==> config.mk <==
export PLATFORM = sky130hd
export DESIGN_NAME = priority_decoder_3bit
export DESIGN_NICKNAME = d
export VERILOG_FILES = /design/src/rtl/priority_decoder_pkg.sv /design/src/rtl/priority_decoder_3bit_idx_fifo.sv /design/src/rtl/priority_decoder_3bit.sv
export SDC_FILE = /design/constraint.sdc
export NUM_CORES = 1
export LEC_CHECK = 0
export ABC_AREA = 1
export BUFFER_PORTS_ARGS = -buffer_cell sky130_fd_sc_hd__clkbuf_2
export CAP_MARGIN = 20
export CORE_MARGIN = 2
export CORE_UTILIZATION = 57
export CTS_BUF_LIST = sky130_fd_sc_hd__clkbuf_16
export DETAILED_ROUTE_END_ITERATION = 8
export GPL_ROUTABILITY_DRIVEN = 1
export PLACE_DENSITY_LB_ADDON = 0.2
export SLEW_MARGIN = 20
export SYNTH_ARGS = -nofsm -noshare
export SYNTH_HDL_FRONTEND = slang
export SYNTH_SLANG_ARGS = --single-unit
export TNS_END_PERCENT = 30
==> constraint.sdc <==
create_clock -name clk -period 4.1 [get_ports clk]
set_input_delay 0.205 -clock clk [delete_from_list [all_inputs] [get_ports clk]]
set_output_delay 0.205 -clock clk [all_outputs]
set_load 0.05 [all_outputs]
==> src/rtl/priority_decoder_pkg.sv <==
// Shared types and constants for the 3-bit priority decoder.
package priority_decoder_pkg;

  localparam int IDX_W   = 2;
  localparam int N_LINES = 3;
  localparam int CNT_W   = 4;

  localparam logic [IDX_W-1:0] IDX_ILLEGAL = 2'b11;

  typedef enum logic [1:0] {
    IDLE  = 2'd0,
    PULSE = 2'd1,
    GAP   = 2'd2
  } state_t;

  // Map an encoded index to its grant line; the illegal code maps to no line.
  function automatic logic [N_LINES-1:0] idx_to_onehot(input logic [IDX_W-1:0] idx);
    logic [N_LINES-1:0] oh;
    oh = '0;
    case (idx)
      2'b00:   oh = 3'b001;
      2'b01:   oh = 3'b010;
      2'b10:   oh = 3'b100;
      default: oh = 3'b000;
    endcase
    return oh;
  endfunction

endpackage

==> src/rtl/priority_decoder_3bit_idx_fifo.sv <==
// Small synchronous FIFO for buffered request indices. dout shows the head
// entry combinationally, so a pop consumes the value visible in that cycle.
module idx_fifo #(
  parameter int W     = 2,
  parameter int DEPTH = 2,
  localparam int AW   = (DEPTH > 1) ? $clog2(DEPTH) : 1,
  localparam int CW   = $clog2(DEPTH) + 1
) (
  input  logic          clk,
  input  logic          rst_n,
  input  logic          push,
  input  logic          pop,
  input  logic [W-1:0]  din,
  output logic [W-1:0]  dout,
  output logic          full,
  output logic          empty,
  output logic [CW-1:0] count
);

  logic [W-1:0]  mem [DEPTH];
  logic [AW-1:0] wr_ptr;
  logic [AW-1:0] rd_ptr;
  logic          do_push;
  logic          do_pop;

  assign full    = (count == CW'(DEPTH));
  assign empty   = (count == '0);
  // A push into a full FIFO is dropped even if a pop frees a slot this cycle.
  assign do_push = push && !full;
  assign do_pop  = pop && !empty;
  assign dout    = mem[rd_ptr];

  // Storage array; no reset needed because count gates every read.
  always_ff @(posedge clk) begin
    if (do_push) mem[wr_ptr] <= din;
  end

  // Pointers and occupancy; DEPTH is a power of two so pointers wrap naturally.
  always_ff @(posedge clk or negedge rst_n) begin
    if (!rst_n) begin
      wr_ptr <= '0;
      rd_ptr <= '0;
      count  <= '0;
    end else begin
      if (do_push) wr_ptr <= wr_ptr + AW'(1);
      if (do_pop)  rd_ptr <= rd_ptr + AW'(1);
      case ({do_push, do_pop})
        2'b10:   count <= count + CW'(1);
        2'b01:   count <= count - CW'(1);
        default: count <= count;
      endcase
    end
  end

endmodule

==> src/rtl/priority_decoder_3bit.sv <==
// Replays buffered encoded indices as fixed-length one-hot pulses with one
// idle cycle between pulses.
//
// Handshake: a transfer happens at a rising edge where in_valid && in_ready;
// in_ready depends only on registered FIFO occupancy, never on in_valid.
module priority_decoder_3bit
  import priority_decoder_pkg::*;
#(
  parameter int PULSE_LEN  = 4,
  parameter int FIFO_DEPTH = 2
) (
  input  logic               clk,
  input  logic               rst_n,
  input  logic [IDX_W-1:0]   in_idx,
  input  logic               in_valid,
  output logic               in_ready,
  output logic [N_LINES-1:0] out_onehot,
  output logic               busy,
  output logic               err_idx,
  input  logic               err_clr,
  output logic [1:0]         dbg_state
);

  localparam int FCW = $clog2(FIFO_DEPTH) + 1;

  state_t           state;
  logic [CNT_W-1:0] cnt;
  logic             accept;
  logic             illegal_acc;
  logic             fifo_push;
  logic             fifo_pop;
  logic [IDX_W-1:0] fifo_dout;
  logic             fifo_full;
  logic             fifo_empty;
  logic [FCW-1:0]   fifo_count;

  assign in_ready    = !fifo_full;
  assign accept      = in_valid && in_ready;
  assign illegal_acc = accept && (in_idx == IDX_ILLEGAL);
  // Illegal indices complete the handshake but are never queued.
  assign fifo_push   = accept && (in_idx != IDX_ILLEGAL);
  // The FSM pulls the next index only when it is about to start a pulse.
  assign fifo_pop    = !fifo_empty && ((state == IDLE) || (state == GAP));
  assign busy        = (state != IDLE) || (fifo_count != '0);
  assign dbg_state   = state;

  idx_fifo #(
    .W     (IDX_W),
    .DEPTH (FIFO_DEPTH)
  ) u_fifo (
    .clk   (clk),
    .rst_n (rst_n),
    .push  (fifo_push),
    .pop   (fifo_pop),
    .din   (in_idx),
    .dout  (fifo_dout),
    .full  (fifo_full),
    .empty (fifo_empty),
    .count (fifo_count)
  );

  // Pulse sequencer: IDLE/GAP start a pulse from the FIFO head, PULSE counts it down.
  always_ff @(posedge clk or negedge rst_n) begin
    if (!rst_n) begin
      state      <= IDLE;
      cnt        <= '0;
      out_onehot <= '0;
    end else begin
      case (state)
        IDLE, GAP: begin
          if (!fifo_empty) begin
            state      <= PULSE;
            out_onehot <= idx_to_onehot(fifo_dout);
            cnt        <= CNT_W'(PULSE_LEN - 1);
          end else begin
            state      <= IDLE;
            out_onehot <= '0;
          end
        end
        PULSE: begin
          if (cnt == '0) begin
            state      <= GAP;
            out_onehot <= '0;
          end else begin
            cnt <= cnt - CNT_W'(1);
          end
        end
        default: begin
          state      <= IDLE;
          out_onehot <= '0;
        end
      endcase
    end
  end

  // Sticky illegal-index flag; a new illegal accept overrides a same-cycle clear.
  always_ff @(posedge clk or negedge rst_n) begin
    if (!rst_n)           err_idx <= 1'b0;
    else if (illegal_acc) err_idx <= 1'b1;
    else if (err_clr)     err_idx <= 1'b0;
  end

endmodule

==> results of run 1 <==
## synthesized netlist by cell type
cell type,count,area (um2)
a21boi_2,1,11.3
a21oi_1,1,5.00
a21oi_4,1,16.3
dfrtp_1,14,350
edfxtp_1,4,120
ha_1,2,25.0
inv_1,9,33.8
inv_2,5,18.8
nand2_1,22,82.6
nand3_1,6,30.0
nand3_2,1,10.0
nor2_1,6,22.5
nor2_4,3,33.8
o21ai_1,9,45.0
or2_0,1,6.26
xnor2_1,2,17.5
xor2_1,2,17.5
## per-layer routing
layer  wire (um)  track usage
met4          38        0.113
met3          50       0.0647
met5           0            0
met1         643        0.215
met2         778        0.329
## worst max-delay path: cells and delay by family, from the launching register on
kind	cells	cell delay (ps)
AO/OA/AOI/OAI	3	370
XOR/XNOR	1	140
adder cells (fa/ha/maj)	1	310
buffers and inverters	1	60
flip-flops	1	470
AND/OR/NAND/NOR	1	110
## flip-flops by register name (all words and copies together) (netlist names)
| signal | cells |
|---|---|
| u_fifo.rd_ptr | 1 |
| err_idx | 1 |
| u_fifo.count | 2 |
| dbg_state | 2 |
| out_onehot | 3 |
| u_fifo.mem | 4 |
| u_fifo.wr_ptr | 1 |
| cnt | 4 |
## where the power goes
part | switching (uW) | internal, uW
Clock | 66.3 | 130
Sequential | 60.7 | 253
Combinational | 315 | 141
## stage by stage
stage | util | setup WS (ps) | hold slack (ps)
global route | 0.754 | 2350 | 126
floorplan | - | 2530 | -90.6
detailed placement | 0.689 | 2520 | 126
global placement | 0.689 | 2600 | 127
finish | 0.754 | 2520 | 124
CTS | 0.754 | 2500 | 126
## layout by cell type (no fill, tap or decap), types with 2 or more instances in the layout
cell and instances:
nand2_1 22, dfrtp_1 14, clkbuf_2 13, inv_1 9, o21ai_1 9, nor2_1 6, nand3_1 6, inv_2 5
edfxtp_1 4, nor2_4 3, clkbuf_16 3, xnor2_1 2, xor2_1 2, ha_1 2
## kinds of logic after synthesis
group                      after synthesis
AOI/OAI and AO/OA                       12
buffers and inverters                   14
adders and majority gates                2
and+or+nand+nor                         39
xor gates and xnor gates                 4
DFF                                     18
## path summary, 6_finish.rpt
| path | from | end | cells past startpoint | slack (ps) |
|---|---|---|---|---|
| max reg2reg | u_fifo.count[0]$_DFFE_PN0P_ | u_fifo.count[1]$_DFFE_PN0P_ | 7 | 2520 |
| max in group asynchronous | rst_n | u_fifo.wr_ptr$_DFFE_PN0P_ | 2 | 3450 |
| min in group asynchronous | rst_n | cnt[2]$_DFFE_PN0P_ | 2 | 390 |
| min | err_clr | err_idx$_DFFE_PN0P_ | 2 | 120 |
| max | u_fifo.count[0]$_DFFE_PN0P_ | u_fifo.count[1]$_DFFE_PN0P_ | 7 | 2520 |
| min reg2reg | out_onehot[2]$_DFFE_PN0P_ | out_onehot[2]$_DFFE_PN0P_ | 2 | 480 |
## final cells by class
cell class	count	area, um2
flip-flops and latches	18	470
fillers	101	332
multi-input cells	57	323
clock buffers	3	75.1
repair buffers	14	75.1
inverters	14	52.6
well taps	15	18.8
clock inverters	1	3.75
## timing repair
action	4_1_cts	5_1_grt
hold buffers	1	0
setup endpoints to repair	0	0
endpoints found under the hold margin	14	0
==> results.py, run 1 <==
metrics = {
    "outcome": {
        "status": "finished clean",
    },
    "setup_path": {
        "cp_slowest_stage_delay_ps": 470,
        "arrival_ps": 1710,
        "crit_path_end_kind": "flop",
        "cp_max_fo": 5,
        "slowest_stage": "dfrtp_1",
        "crit_type": "reg -> reg",
        "cp-start-kind": "flop",
        "crit_path_cell_trace": "inv_2, a21boi_2, nand2_1, ha_1, a21oi_1, o21ai_1, xnor2_1",
        "cp_data_required_time_ps": 4230,
    },
    "finish": {
        "syn_to_final_growth_pct": 20.4,
        "drive_above_1_share": 0.252,
        "insertedDiodeCount": 0,
        "stdcell_count": 122,
        "layout.nets": 116,
        "final_area_mm2": 0.00102,
    },
    "clock_network": {
        "htree_levels": 1,
        "cts_resized": 0,
        "cts_setup_buffers": 0,
        "cts_tree": "yes",
        "cts_sinks": 18,
        "clockBufferDepth": 2,
        "cts-buffers-inserted": 3,
        "clock_latency_ps": 250,
        "cts-root-buf": "clkbuf_16",
        "clk_pin_slew_ps": 50,
    },
    "placed_design": {
        "post_dp_cell_area_um2": 930,
        "port_buffers": 13,
        "dpl.cell_count": 117,
        "hpwl_um": 1040,
        "finalWeightedCongestion": 0.795,
    },
    "timing": {
        "setup_tns_ps": 0,
        "rsz0062_at_grt": "no",
        "slew_violations": 0,
        "setup_viol": 0,
        "tightest_slew_ps": 351,
        "fin_worst_skew_ps": 1.09,
        "slew_headroom": 0.766,
        "final.min_clock_period_ps": 1580,
        "fmax_ghz": 0.631,
        "period_share": 0.386,
        "hold_viol": 0,
    },
    "synth": {
        "synth_cell_types": 17,
        "synth_warnings": 0,
        "ys_ff_latch": 18,
        "yosys.area_share.simple": 0.219,
        "netlist_instances": 89,
        "synth_top_family_by_area": "simple AND/OR/NAND/NOR gates",
        "synth_nets": 97,
        "syn_area_um2": 846,
        "yosys.area_share.xor_xnor": 0.0414,
        "synth-compound-area-share": 0.0917,
        "muxShareOfSynthArea": 0,
        "synthAdderAreaFrac": 0.0296,
        "yosysSeqAreaShare": 0.556,
        "synth.avg_cell_area_um2": 9.50,
    },
    "pwr": {
        "peakVddDrop_mv": 0.572,
        "power_uw": 966,
        "power.density_mw_per_mm2": 948,
        "p_leak_uw": 0.000508,
    },
    "global_route": {
        "antenna_found_initial": 0,
        "grt_pass1_vias": 580,
        "grt_usage": 0.196,
        "grt_max_degree": 15,
        "grt_pass1_wl_um": 2530,
        "gr-total-overflow": 0,
    },
    "floorplan": {
        "start_util": 0.627,
        "fp.dieW_um": 42.5,
        "core_region_area_mm2": 0.00135,
        "die_h_um": 42.5,
        "die_area_mm2": 0.00181,
        "rows": 13,
        "pin_count": 14,
    },
    "routing": {
        "antenna_left": 0,
        "via_per_inst": 5.23,
        "drc_errors": 0,
        "drt-initial-drc-count": 12,
        "wire_per_inst_um": 12.4,
        "drt_first_pass_iters": 4,
        "vias": 638,
        "routed_wl_um": 1510,
    },
    "flow_run": {
        "cap_violations": 0,
    },
    "min_path": {
        "worst_hold_path_type": "in -> reg",
    },
}
Power figures use the tool's default switching activity.
==> run 2, diff against run 1 <==
CORE_UTILIZATION = 53   (was 57)
clock period = 1.65 ns   (was 4.1 ns; I/O delays follow)
==> run 2 against run 1 <==
Against the previous run:
- fmax increased by 4.6%
- clock power increased by 140%
- critical path depth decreased by 1
- non-clock buffer count unchanged
- sequential power increased by 150%
- register-to-register slack got worse by 2400 ps
- via count decreased by 5.8%
- sequential share of layout area decreased by 0.10 points
- critical path type unchanged
- critical endpoint unchanged
- largest cell class unchanged
- highest routed layer unchanged
==> results.py, run 2 (synthesized netlist as in run 1, its figures left out) <==
metrics = {
    "setup_path": {
        "crit_path_end_kind": "flop",
        "cp_slowest_stage_delay_ps": 440,
        "cp_data_required_time_ps": 1770,
        "cp_max_fo": 4,
        "slowest_stage": "dfrtp_1",
        "arrival_ps": 1640,
        "crit_type": "reg -> reg",
        "cp-start-kind": "flop",
        "crit_path_cell_trace": "a21boi_2, nand2_2, ha_1, a21oi_1, o21ai_1, xnor2_1",
    },
    "floorplan": {
        "core_region_area_mm2": 0.00151,
        "pin_count": 14,
        "fp.dieW_um": 44.0,
        "start_util": 0.561,
        "die_area_mm2": 0.00193,
        "die_h_um": 44.0,
        "rows": 14,
    },
    "global_route": {
        "grt_pass1_vias": 553,
        "grt_pass1_wl_um": 2330,
        "grt_usage": 0.176,
        "gr-total-overflow": 0,
        "antenna_found_initial": 0,
        "grt_max_degree": 15,
    },
    "pwr": {
        "peakVddDrop_mv": 1.49,
        "power.density_mw_per_mm2": 2310,
        "p_leak_uw": 0.000511,
    },
    "timing": {
        "setup_viol": 0,
        "final.min_clock_period_ps": 1510,
        "fmax_ghz": 0.660,
        "slew_headroom": 0.763,
        "period_share": 0.918,
        "fin_worst_skew_ps": 0.662,
        "setup_tns_ps": 0,
        "slew_violations": 0,
        "tightest_slew_ps": 356,
        "hold_viol": 0,
        "rsz0062_at_grt": "no",
        "whs_ps": 4.43,
    },
    "placed_design": {
        "dpl.cell_count": 118,
        "port_buffers": 13,
        "hpwl_um": 970,
        "finalWeightedCongestion": 0.739,
    },
    "routing": {
        "drt-initial-drc-count": 12,
        "routed_wl_um": 1340,
        "wire_per_inst_um": 10.9,
        "via_per_inst": 4.89,
        "antenna_left": 0,
        "vias": 601,
        "drt_first_pass_iters": 4,
        "drc_errors": 0,
    },
    "finish": {
        "syn_to_final_growth_pct": 21.0,
        "layout.nets": 116,
        "layout.cells.most_common": "nand2_1",
        "largestRegisters": "cnt: 4 flops, u_fifo.mem: 4 flops, out_onehot: 3 flops",
        "final_cell_mix": "nand2_1 (21), dfrtp_1 (13), clkbuf_2 (13)",
        "fin_util": 0.679,
        "insertedDiodeCount": 0,
        "stdcell_count": 123,
        "drive_above_1_share": 0.271,
    },
    "clock_network": {
        "clk_pin_slew_ps": 50,
        "cts_setup_buffers": 0,
        "cts-root-buf": "clkbuf_16",
        "htree_levels": 1,
        "cts_sinks": 18,
        "clock_latency_ps": 250,
        "cts_tree": "yes",
        "clockBufferDepth": 2,
        "cts-buffers-inserted": 3,
    },
    "flow_run": {
        "cap_violations": 0,
    },
    "outcome": {
        "status": "finished clean",
    },
    "min_path": {
        "worst_hold_path_type": "in -> reg",
    },
}
run 2: worst max-delay path: cells and delay by family, from the launching register on:
kind,cells,cell delay (ps)
flip-flops,1,440
AO/OA/AOI/OAI,3,410
adder cells (fa/ha/maj),1,310
XOR/XNOR,1,130
AND/OR/NAND/NOR,1,90
run 2: report_power, final:
group          leakage (uW)  internal (uW)  total (uW)  switching (uW)
Sequential         0.000211            632         778             146
Clock             0.0000423            322         476             154
Combinational      0.000258            353        1110             753
Total              0.000511           1310        2360            1050
run 2: worst paths after layout:
path / from / to / slack, ps / cells past startpoint
min in group asynchronous: rst_n / cnt[3]$_DFFE_PN0P_ / 280 / 2
min reg2reg: u_fifo.wr_ptr$_DFFE_PN0P_ / u_fifo.wr_ptr$_DFFE_PN0P_ / 470 / 2
max reg2reg: u_fifo.count[1]$_DFFE_PN0P_ / u_fifo.count[1]$_DFFE_PN0P_ / 140 / 6
min: err_clr / err_idx$_DFFE_PN0P_ / 4 / 2
max: u_fifo.count[1]$_DFFE_PN0P_ / u_fifo.count[1]$_DFFE_PN0P_ / 140 / 6
max in group asynchronous: rst_n / u_fifo.count[0]$_DFFE_PN0P_ / 1090 / 2
run 2: layer usage:
layer | wire, um | vias to the layer above | GRT usage | part of all wire
met5 | 0 | - | 0 | 0
met4 | 42 | 0 | 0.127 | 0.031
met3 | 53 | 6 | 0.0500 | 0.040
met2 | 662 | 12 | 0.279 | 0.49
met1 | 579 | 264 | 0.202 | 0.43
li1 | - | 319 | - | -
run 2: final cells by class:
type,count,area [um2]
clock buffer,3,75.1
clock inverter,1,3.75
fill,119,483
inverter,14,52.6
multi-input combinational,57,325
sequential,18,472
tap,16,20.0
timing repair buffer,14,75.1
run 2: metrics by stage:
step | area (um2) | setup slack [ps] | total power, uW
after CTS | 1020 | 45.6 | 2380
final | 1020 | 135 | 2360
after global routing | 1020 | 2.12 | 2550
after floorplan | 846 | 84.9 | 1670
after detailed placement | 931 | 57.2 | 1880
after global placement | 931 | 145 | 1860
run 2: what timing repair did:
action | 4_1_cts | 5_1_grt
gates resized for setup | 0 | 2
setup endpoints to repair | 0 | 1
hold buffers | 1 | 0
hold endpoints to repair | 14 | 0
